## src/rtl/mem_arbiter.sv

```systemverilog
// Two-port arbiter/sequencer in front of the shared RW_Memory: picks fetch or
// load/store, issues a single strobe, waits out the read latency and returns data.
module mem_arbiter #(
    parameter int READ_LAT = 1,
    parameter int ARB_MODE = 1
) (
    input  logic        clk,
    input  logic        reset,
    input  logic        if_req,
    input  logic [31:0] if_addr,
    output logic        if_ready,
    output logic [31:0] if_rdata,
    output logic        if_err,
    input  logic        d_req,
    input  logic        d_we,
    input  logic [31:0] d_addr,
    input  logic [31:0] d_wdata,
    output logic        d_ready,
    output logic [31:0] d_rdata,
    output logic        d_err,
    output logic [31:0] mem_address,
    output logic [31:0] mem_write_data,
    output logic        mem_store,
    output logic        mem_load,
    input  logic [31:0] mem_read_data,
    output logic        busy
);
    typedef enum logic [1:0] {IDLE, ISSUE, WAIT, DONE} state_t;

    state_t      state, state_nx;
    logic        grant_fetch;
    logic        we_q;
    logic [31:0] addr_q;
    logic [31:0] wdata_q;
    logic [2:0]  cnt;
    logic        last_fetch;

    logic        any_req;
    logic        pick_fetch;
    logic [31:0] sel_addr;
    logic        sel_we;
    logic        sel_mis;

    // Fetch wins when alone, or on a tie in round-robin mode if data went last.
    always_comb begin
        any_req    = if_req | d_req;
        pick_fetch = (if_req & ~d_req) |
                     (if_req & d_req & (ARB_MODE == 1) & ~last_fetch);
        sel_addr   = pick_fetch ? if_addr : d_addr;
        sel_we     = pick_fetch ? 1'b0 : d_we;
        sel_mis    = (sel_addr[1:0] != 2'b00);
    end

    always_comb begin
        state_nx = state;
        case (state)
            IDLE:  if (any_req) state_nx = sel_mis ? DONE : ISSUE;
            ISSUE: state_nx = we_q ? DONE : WAIT;
            WAIT:  if (cnt == 3'd1) state_nx = DONE;
            DONE:  state_nx = IDLE;
            default: state_nx = IDLE;
        endcase
    end

    always_ff @(posedge clk or negedge reset) begin
        if (!reset) state <= IDLE;
        else        state <= state_nx;
    end

    always_ff @(posedge clk or negedge reset) begin
        if (!reset) begin
            grant_fetch <= 1'b0;
            we_q        <= 1'b0;
            addr_q      <= '0;
            wdata_q     <= '0;
            cnt         <= '0;
            last_fetch  <= 1'b1;
            if_rdata    <= '0;
            if_err      <= 1'b0;
            d_rdata     <= '0;
            d_err       <= 1'b0;
        end else begin
            case (state)
                IDLE: begin
                    if (any_req) begin
                        grant_fetch <= pick_fetch;
                        addr_q      <= sel_addr;
                        we_q        <= sel_we;
                        wdata_q     <= d_wdata;
                        last_fetch  <= pick_fetch;
                        // A misaligned winner completes with err set and zeroed data.
                        if (pick_fetch) begin
                            if_err <= sel_mis;
                            if (sel_mis) if_rdata <= '0;
                        end else begin
                            d_err <= sel_mis;
                            if (sel_mis) d_rdata <= '0;
                        end
                    end
                end
                ISSUE: cnt <= 3'(READ_LAT);
                WAIT: begin
                    cnt <= cnt - 3'd1;
                    if (cnt == 3'd1) begin
                        if (grant_fetch) if_rdata <= mem_read_data;
                        else             d_rdata  <= mem_read_data;
                    end
                end
                default: ;
            endcase
        end
    end

    always_comb begin
        mem_load       = (state == ISSUE) & ~we_q;
        mem_store      = (state == ISSUE) & we_q;
        mem_address    = ((state == ISSUE) || (state == WAIT)) ? addr_q : '0;
        mem_write_data = mem_store ? wdata_q : '0;
        if_ready       = (state == DONE) & grant_fetch;
        d_ready        = (state == DONE) & ~grant_fetch;
        busy           = (state != IDLE);
    end
endmodule

```

## config.mk

```make
export PLATFORM = sky130hd
export DESIGN_NAME = mem_arbiter
export DESIGN_NICKNAME = d
export VERILOG_FILES = /design/src/rtl/mem_arbiter.sv
export SDC_FILE = /design/constraint.sdc
export NUM_CORES = 1
export LEC_CHECK = 0
export BUFFER_PORTS_ARGS = -buffer_cell sky130_fd_sc_hd__clkbuf_2
export CAP_MARGIN = 10
export CORE_MARGIN = 1
export CORE_UTILIZATION = 45
export DETAILED_ROUTE_END_ITERATION = 12
export GPL_TIMING_DRIVEN = 0
export PLACE_DENSITY_LB_ADDON = 0.12
export SYNTH_ARGS = -nofsm -noshare
export SYNTH_HDL_FRONTEND = slang
export SYNTH_SLANG_ARGS = --single-unit
```

## constraint.sdc

```tcl
create_clock -name clk -period 2.29 [get_ports clk]
set_clock_uncertainty 0.05 [all_clocks]
set_input_delay 0.458 -clock clk [delete_from_list [all_inputs] [get_ports clk]]
set_output_delay 0.458 -clock clk [all_outputs]
set_load 0.1 [all_outputs]
```

==> flow_summary_export.csv, run 1 <==
group,metric,value,unit
clocking,numCtsBuffers,17,
clocking,clock_path_buffers,2,
outcome,violations,"negative hold slack",
timing,setup_viol,0,
setup_path,crit_slowest_cell,"dfrtp_1",
clocking,cts.sinks,138,
timing,hold_viol_final,5,
job,cap_violations,0,
place,dp_slack,-487,ps
final_layout,area_growth,51.4,%
clocking,clock_latency,400,ps
drt,vias,4956,
floorplanning,std_cell_rows,42,
synthesis,syn-instance-count,481,
global_routing,grt_first_pass_wirelength,26800,um
clocking,cts-htree-levels,4,
place,dpl_cell_area,7720,sq um
global_routing,antenna_found_initial,0,
drt,drtIter0Drc,283,
global_routing,grt_max_degree,72,
timing,tightest_slew,589,ps
worst_hold_path,hold_path_class,"input port to asynchronous set/reset pin",
drt,wire_per_inst,17.3,um
clocking,cts_tree,"built",
timing,rsz0062_at_grt,"true",
synthesis,syn_area_per_cell,12.7,sq um
global_routing,grt_usage,0.245,
synthesis,synth_area,6110,sq um
place,gp_congestion,0.809,
setup_path,crit_fanout,7,
floorplanning,core_area,13200,sq um
setup_path,critPathCaptureType,"primary output",
floorplanning,die_x,118,um
synthesis,synth_area_leaders,"dfrtp_1, mux2_1, and2_1",
synthesis,yosys_warnings,0,
synthesis,synth_cell_types,34,
timing,fin_tns_setup,0,ps
final_layout,nNetsFinal,914,
outcome,status,"finished, violations left",
final_layout,drive_gt1_frac,0.492,
timing,setup_slack,17.4,ps
final_layout,design_area,9250,sq um
setup_path,crit_buf_inv,4,
setup_path,cpLargestDelayFamily,"buffers and inverters",
floorplanning,start_util,0.461,
synthesis,synth_area_leader_cell,"dfrtp_1",
setup_path,ff2ff_path_depth,8,
synthesis,ys_ff_latch,138,
drt,ant_nets,0,
drt,wl,16700,um
floorplanning,ioPinCount,268,
setup_path,path_class,"flip-flop to primary output",
floorplanning,die_h,118,um
place,dp_hpwl,11700,um
clocking,cts_root_buf,"clkbuf_16",
drt,dr.pass1.iters,6,
timing,max_freq,440,MHz
setup_path,path_cells,"inv_2, ha_4, clkbuf_16, clkbuf_16, and2_4, clkbuf_16",
synthesis,yosysTopAreaCellShare,0.561,
timing,slew_headroom,0.609,
synthesis,synth_seq_area_share,0.566,
setup_path,start_kind,"flip-flop",
setup_path,cp.depth,6,
setup_path,arrival,1760,ps
floorplanning,die_area,14000,sq um
drt,drc,0,
setup_path,slowest_delay,390,ps
place,numPortBuffers,267,
setup_path,path_common_cell,"clkbuf_16",
setup_path,required,1780,ps
global_routing,first_global_vias,5357,
timing,drv_slew,0,
timing,period_minus_slack,2270,ps
timing,fin_crit_sh,0.992,
drt,vias_per_cell,5.14,
synthesis,syn_nets,620,
global_routing,gr-total-overflow,0,
timing,hold_ws,-13.9,ps
final_layout,insertedDiodeCount,0,
clocking,clk_pin_slew,60,ps
[cell usage after synthesis, drive strengths merged]
library cell	count
dfrtp	137
mux2	96
and2	66
inv	37
and3	32
a222oi	30
clkbuf	23
buf	11
o21ai	9
ha	6
nor2	6
nand2	5
nor2b	3
a21o	2
a21oi	2
mux2i	2
nand3	2
a21boi	1
a22o	1
a31oi	1
and2b	1
dfstp	1
nand3b	1
o2111ai	1
o211ai	1
o21a	1
o221ai	1
o22a	1
o32a	1
[cells by family (layout without fill, tap and decap cells)]
| kind of cell | after synthesis | after routing | share of synthesized area |
|---|---|---|---|
| buffers and inverters | 71 | 378 | 0.0518 |
| muxes | 98 | 98 | 0.180 |
| adders and majority gates | 6 | 6 | 0.0123 |
| DFF | 138 | 138 | 0.566 |
| AOI/OAI and AO/OA | 52 | 52 | 0.0754 |
| and+or+nand+nor | 116 | 116 | 0.114 |
[area by class of cell]
class	instances	area, sq um
buffer	34	240
clock buffer	19	453
clock inverter	13	150
fill	986	4000
inverter	37	139
multi-input combinational	272	2420
sequential	138	3450
tap	176	220
timing repair buffer	275	2170
[path summary, 6_finish.rpt]
kind | endpoint | slack, ps | from
min in group clk | we_q | 220 | d_we
worst max-delay path | mem_address[17] | 20 | state[1]
max in group asynchronous | last_fetch | 1450 | reset
worst min-delay path | d_rdata[7] | -10 | reset
worst max register to register | if_rdata[22] | 160 | state[0]
worst min register to register | d_rdata[6] | 440 | d_rdata[6]
[cell usage in the layout (no fill, tap or decap), types with 9 or more instances in the layout]
cell       synthesis  layout
a222oi_1          30      30
and2_1            66      54
and2_4             0      12
and3_1            32      32
buf_12             0       9
buf_4              0      12
buf_8              0      10
clkbuf_1          23      13
clkbuf_16          0      32
clkbuf_2           0     204
clkbuf_8           0      29
dfrtp_1          137     137
inv_1             36      34
mux2_1            60      60
mux2_2            36      36
[per-layer routing]
metal | part of all wire | wire length (um) | GRT usage | vias up
li1 | - | - | - | 2282
met1 | 0.40 | 6680 | 0.288 | 2438
met2 | 0.51 | 8460 | 0.420 | 211
met3 | 0.074 | 1230 | 0.0763 | 25
met4 | 0.017 | 289 | 0.0894 | 0
met5 | 0 | 0 | 0 | -
[sequential cells by signal, indices dropped and copies added, names as in the netlist]
signal       cells
grant_fetch      1
d_err            1
state            2
wdata_q         32
we_q             1
last_fetch       1
addr_q          32
d_rdata         32
if_err           1
if_rdata        32
cnt              3
[what timing repair did]
| item | CTS | global route |
|---|---|---|
| setup endpoints to repair | 156 | 94 |
| buffers inserted | 5 | 1 |
| gates resized for setup | 162 | 57 |
| gates cloned | 0 | 1 |
| hold buffers | 0 | 0 |
[metrics by stage]
| stage | std cells | util |
|---|---|---|
| after global placement | 924 | 0.580 |
| final | 964 | 0.698 |
| after floorplan | 481 | - |
| after CTS | 962 | 0.686 |
| after global routing | 964 | 0.698 |
| after detailed placement | 925 | 0.583 |
Power of run 1 is not shown: default switching activity piles up to over one toggle a cycle in this logic, so the estimate is an artifact.
==> run 2, diff against run 1 <==
--- a/config.mk
+++ b/config.mk
@@ -5,11 +5,12 @@
 export SDC_FILE = /design/constraint.sdc
 export NUM_CORES = 1
 export LEC_CHECK = 0
-export BUFFER_PORTS_ARGS = -buffer_cell sky130_fd_sc_hd__clkbuf_2
+export ABC_AREA = 1
 export CAP_MARGIN = 10
 export CORE_MARGIN = 1
 export CORE_UTILIZATION = 45
 export DETAILED_ROUTE_END_ITERATION = 12
+export DONT_BUFFER_PORTS = 1
 export GPL_TIMING_DRIVEN = 0
 export PLACE_DENSITY_LB_ADDON = 0.12
 export SYNTH_ARGS = -nofsm -noshare
==> run 2 against run 1 <==
Compared with the run above: sequential share of layout area grew 3.4 points; setup slack lost 230 ps; die area grew 8.3%; the run ends with negative hold slack, negative setup slack left.
==> flow_summary_export.csv, run 2 <==
group,metric,value,unit
clocking,cts_root_buf,"clkbuf_16",
place,numPortBuffers,0,
final_layout,drive_gt1_frac,0.238,
place,dp_slack,-353,ps
timing,setup_slack,-211,ps
synthesis,synth_area_leader_cell,"dfrtp_1",
timing,drv_slew,0,
drt,drc,0,
setup_path,path_class,"flip-flop to primary output",
final_layout,num-fill-cells,1202,
final_layout,final_common_cell,"nand2_1",
global_routing,grt_first_pass_wirelength,28400,um
global_routing,gr-total-overflow,0,
synthesis,synth_enable_flop_cells,0,
synthesis,yosysTopAreaCellShare,0.518,
global_routing,antenna_found_initial,0,
place,gp_congestion,0.849,
timing,setup_viol,63,
setup_path,crit_fanout,8,
synthesis,ys_ff_latch,138,
job,cap_violations,0,
timing,tightest_slew,977,ps
synthesis,syn-instance-count,844,
timing,hold_ws,-318,ps
drt,wire_per_inst,17.0,um
floorplanning,die_x,123,um
place,dp_cells,1024,
setup_path,required,1780,ps
timing,slew_headroom,0.348,
global_routing,grt_max_degree,139,
clocking,cts_tree,"built",
drt,ant_nets,0,
setup_path,crit_buf_inv,3,
synthesis,synth_ff_type,"dfrtp_1",
setup_path,cpLargestDelayFamily,"simple AND/OR/NAND/NOR gates",
drt,drtIter0Drc,228,
synthesis,yosys_warnings,0,
clocking,cts-htree-levels,4,
final_layout,design_area,8480,sq um
drt,dr.pass1.iters,5,
setup_path,arrival,1990,ps
floorplanning,core_area,14100,sq um
timing,max_freq,400,MHz
floorplanning,std_cell_rows,43,
global_routing,grt_usage,0.245,
place,dp_hpwl,12800,um
final_layout,fin_cells,1074,
timing,rsz0062_at_grt,"true",
clocking,clk_pin_slew,60,ps
drt,wl,18200,um
synthesis,synth_area_leaders,"dfrtp_1, nand2_1, inv_1",
clocking,clock_path_buffers,2,
synthesis,synth_cell_types,26,
floorplanning,die_h,123,um
drt,vias_per_cell,5.25,
setup_path,slowest_delay,490,ps
setup_path,critPathCaptureType,"primary output",
clocking,numCtsBuffers,17,
setup_path,start_kind,"flip-flop",
outcome,violations,"negative hold slack, negative setup slack",
final_layout,area_growth,28.2,%
synthesis,syn_area_per_cell,7.84,sq um
timing,hold_viol_final,138,
setup_path,crit_slowest_cell,"nor2_4",
final_layout,mostFrequentLayoutCells,"nand2_1, dfrtp_1, inv_1",
synthesis,synth_area,6620,sq um
outcome,status,"finished, violations left",
synthesis,async_flop_share,1.00,
setup_path,path_cells,"inv_2, buf_12, ha_4, nand2_8, clkbuf_16, nor2_4",
clocking,clock_latency,420,ps
timing,period_minus_slack,2500,ps
floorplanning,ioPinCount,268,
floorplanning,start_util,0.470,
floorplanning,die_area,15200,sq um
synthesis,synth_seq_area_share,0.522,
timing,fin_crit_sh,1.09,
worst_hold_path,hold_path_class,"input port to asynchronous set/reset pin",
drt,vias,5637,
global_routing,first_global_vias,5728,
place,dpl_cell_area,7000,sq um
clocking,cts.sinks,138,
final_layout,insertedDiodeCount,0,
synthesis,synth_common_cells,"nand2_1, dfrtp_1, inv_1, nand4_1, o21ai_0",
final_layout,nNetsFinal,1020,
synthesis,yosysMostFrequentCell,"nand2_1",
synthesis,syn_nets,983,
timing,fin_tns_setup,-11410,ps
[run 2: worst reg2reg max path: stages, from the launching register on]
cell	delay, ps
dfrtp_1	390
buf_4	140
buf_4	130
ha_1	160
buf_2	170
nand2_1	120
nand2_4	100
nor2_4	170
nand3_2	160
buf_2	230
nand2_1	80
nand2_1	80
[run 2: logic make-up (layout without fill, tap and decap cells)]
group                    count (synthesis)  after routing  share of synthesized area
XOR/XNOR                                 1              1                    0.00132
buffers and inverters                  168            218                      0.113
adder cells (fa/ha/maj)                  6              6                     0.0113
flip-flops                             138            138                      0.522
AO/OA/AOI/OAI                           45             45                     0.0350
AND/OR/NAND/NOR                        486            486                      0.317
[run 2: cell type report]
type	count	area [sq um]	area share
timing repair buffer	19	240	0.0283
tap	180	225	0.0265
sequential	138	3450	0.407
buffer	53	442	0.0521
multi-input combinational	538	2950	0.348
inverter	114	558	0.0658
clock buffer	21	470	0.0554
clock inverter	11	144	0.0170
[run 2: worst paths after layout]
kind	cells after the start	slack [ps]	start	to
max	6	-210	state[1]	mem_write_data[29]
min	0	-320	reset	wdata_q[27]
max reg2reg	11	190	state[1]	if_rdata[1]
min reg2reg	2	410	last_fetch	last_fetch
max in group asynchronous	0	2210	reset	last_fetch
min in group clk	2	100	d_addr[23]	addr_q[23]
[run 2: repair_timing]
action                                  in CTS  in global routing
gates cloned                                 4                  2
buffers inserted                             7                  6
endpoints found under the hold margin      138                138
resized for setup                          135                 21
endpoints found under the setup margin     130                148
pin swaps                                    5                  7
[run 2: per-stage QoR]
step           utilization  hold WS [ps]
6_report             0.602          -318
3_3_place_gp         0.491           116
3_5_place_dp         0.497           116
2_1_floorplan            -           112
4_1_cts              0.590          -331
5_1_grt              0.602          -338
[run 2: metal layers]
layer | track usage | wire [um] | vias to the layer above
met3 | 0.0683 | 1370 | 28
met5 | 0 | 0 | -
met2 | 0.424 | 9120 | 218
met1 | 0.290 | 7350 | 2697
li1 | - | - | 2694
met4 | 0.0873 | 368 | 0
Power of run 2 is left out for the same reason.
==> run 3, diff against run 2 <==
==> constraint.sdc (replaced) <==
create_clock -name clk -period 2.8 [get_ports clk]
set_clock_uncertainty 0.05 [all_clocks]
set_input_delay 0.56 -clock clk [delete_from_list [all_inputs] [get_ports clk]]
set_output_delay 0.56 -clock clk [all_outputs]
set_load 0.1 [all_outputs]
==> run 3 against run 2 <==
Compared with the run above: the run ends with negative hold slack left; worst hold slack better by 110 ps; setup slack better by 280 ps; sequential share of layout area up 3.2 points; sequential cell count unchanged; highest routed layer unchanged.
==> flow_summary_export.csv, run 3 (synthesized netlist as in run 2, its figures left out) <==
group,metric,value,unit
floorplanning,start_util,0.470,
drt,drc,0,
drt,wire_per_inst,16.5,um
timing,drv_slew,0,
final_layout,final_common_cell,"nand2_1",
clocking,cts.sinks,138,
clocking,clock_latency,410,ps
drt,vias_per_cell,5.27,
clocking,numCtsBuffers,17,
clocking,cts_root_buf,"clkbuf_16",
setup_path,path_class,"flip-flop to primary output",
timing,hold_ws,-208,ps
final_layout,nNetsFinal,1004,
worst_hold_path,hold_path_class,"input port to asynchronous set/reset pin",
drt,vias,5578,
setup_path,arrival,2120,ps
timing,hold_viol_final,137,
place,gp_congestion,0.858,
timing,rsz0062_at_grt,"true",
outcome,violations,"negative hold slack",
setup_path,critPathCaptureType,"primary output",
drt,drtIter0Drc,329,
global_routing,gr-total-overflow,0,
setup_path,crit_fanout,6,
place,dp_hpwl,12600,um
final_layout,mostFrequentLayoutCells,"nand2_1, dfrtp_1, inv_1",
floorplanning,std_cell_rows,43,
floorplanning,die_h,123,um
floorplanning,die_x,123,um
drt,ant_nets,0,
setup_path,start_kind,"flip-flop",
clocking,cts-htree-levels,4,
timing,setup_slack,71.0,ps
job,cap_violations,0,
floorplanning,ioPinCount,268,
global_routing,grt_first_pass_wirelength,27000,um
timing,max_freq,366,MHz
place,numPortBuffers,0,
final_layout,area_growth,18.8,%
global_routing,grt_usage,0.233,
drt,dr.pass1.iters,4,
global_routing,grt_max_degree,139,
global_routing,first_global_vias,5426,
clocking,cts_tree,"built",
timing,period_minus_slack,2730,ps
clocking,clock_path_buffers,2,
floorplanning,die_area,15200,sq um
setup_path,required,2190,ps
clocking,clk_pin_slew,60,ps
outcome,status,"finished, violations left",
place,dp_slack,-159,ps
final_layout,insertedDiodeCount,0,
final_layout,drive_gt1_frac,0.178,
global_routing,antenna_found_initial,0,
timing,slew_headroom,0.263,
timing,fin_crit_sh,0.975,
drt,wl,17500,um
floorplanning,core_area,14100,sq um
timing,tightest_slew,1100,ps
timing,setup_viol,0,
-- run 3: cell types whose count changed in the layout (fill, tap and decap cells not counted), sizes merged --
cell	delta
clkinv	-2
buf	-10
clkinvlp	-7
inv	+4
bufinv	-1
-- run 3: metal layers --
metal / track usage / part of all wire / routed length (um)
met2: 0.387 / 0.48 / 8450
met3: 0.0696 / 0.083 / 1450
met4: 0.0813 / 0.016 / 287
met5: 0 / 0 / 0
met1: 0.286 / 0.42 / 7280
-- run 3: layout make-up --
type,instances,area [sq um]
multi-input cells,538,2660
plain buffers,54,365
clock buffers,27,523
flip-flops and latches,138,3450
fillers,1303,6230
well taps,180,225
inverters,114,541
repair buffers,2,15.0
clock inverters,5,81.3
-- run 3: final timing paths --
| path | end | cells past startpoint | slack [ps] | from |
|---|---|---|---|---|
| setup / recovery | mem_write_data[0] | 4 | 70 | state[1] |
| hold / removal | wdata_q[26] | 0 | -210 | reset |
| setup reg to reg | if_rdata[11] | 9 | 520 | state[1] |
| hold reg to reg | last_fetch | 2 | 410 | last_fetch |
| max in group asynchronous | last_fetch | 0 | 2650 | reset |
| min in group clk | addr_q[15] | 2 | 220 | d_addr[15] |
-- run 3: worst max-delay path, stage by stage (launching register included) --
cell     delay [ps]
dfrtp_1         400
inv_1           110
ha_1            190
nand2_2         140
nor2_2          860
-- run 3: per-stage QoR --
stage          hold slack [ps]  instances  setup TNS, ps  area [sq um]   util
3_3_place_gp               218       1024          -8100          6840  0.486
5_1_grt                   -234       1058          -12.4          7860  0.558
4_1_cts                   -226       1057           -102          7850  0.557
2_1_floorplan              214        844           -736          6620      -
3_5_place_dp               218       1024          -2070          6930  0.492
6_report                  -208       1058              0          7860  0.558
-- run 3: timing repair --
item                                    4_1_cts  5_1_grt
hold endpoints to repair                    138      138
endpoints found under the setup margin       64       64
resized for setup                            75        7
pin swaps                                     4        1
cloned                                        0        0
buffers inserted                              1        1
Power of run 3 is left out for the same reason.
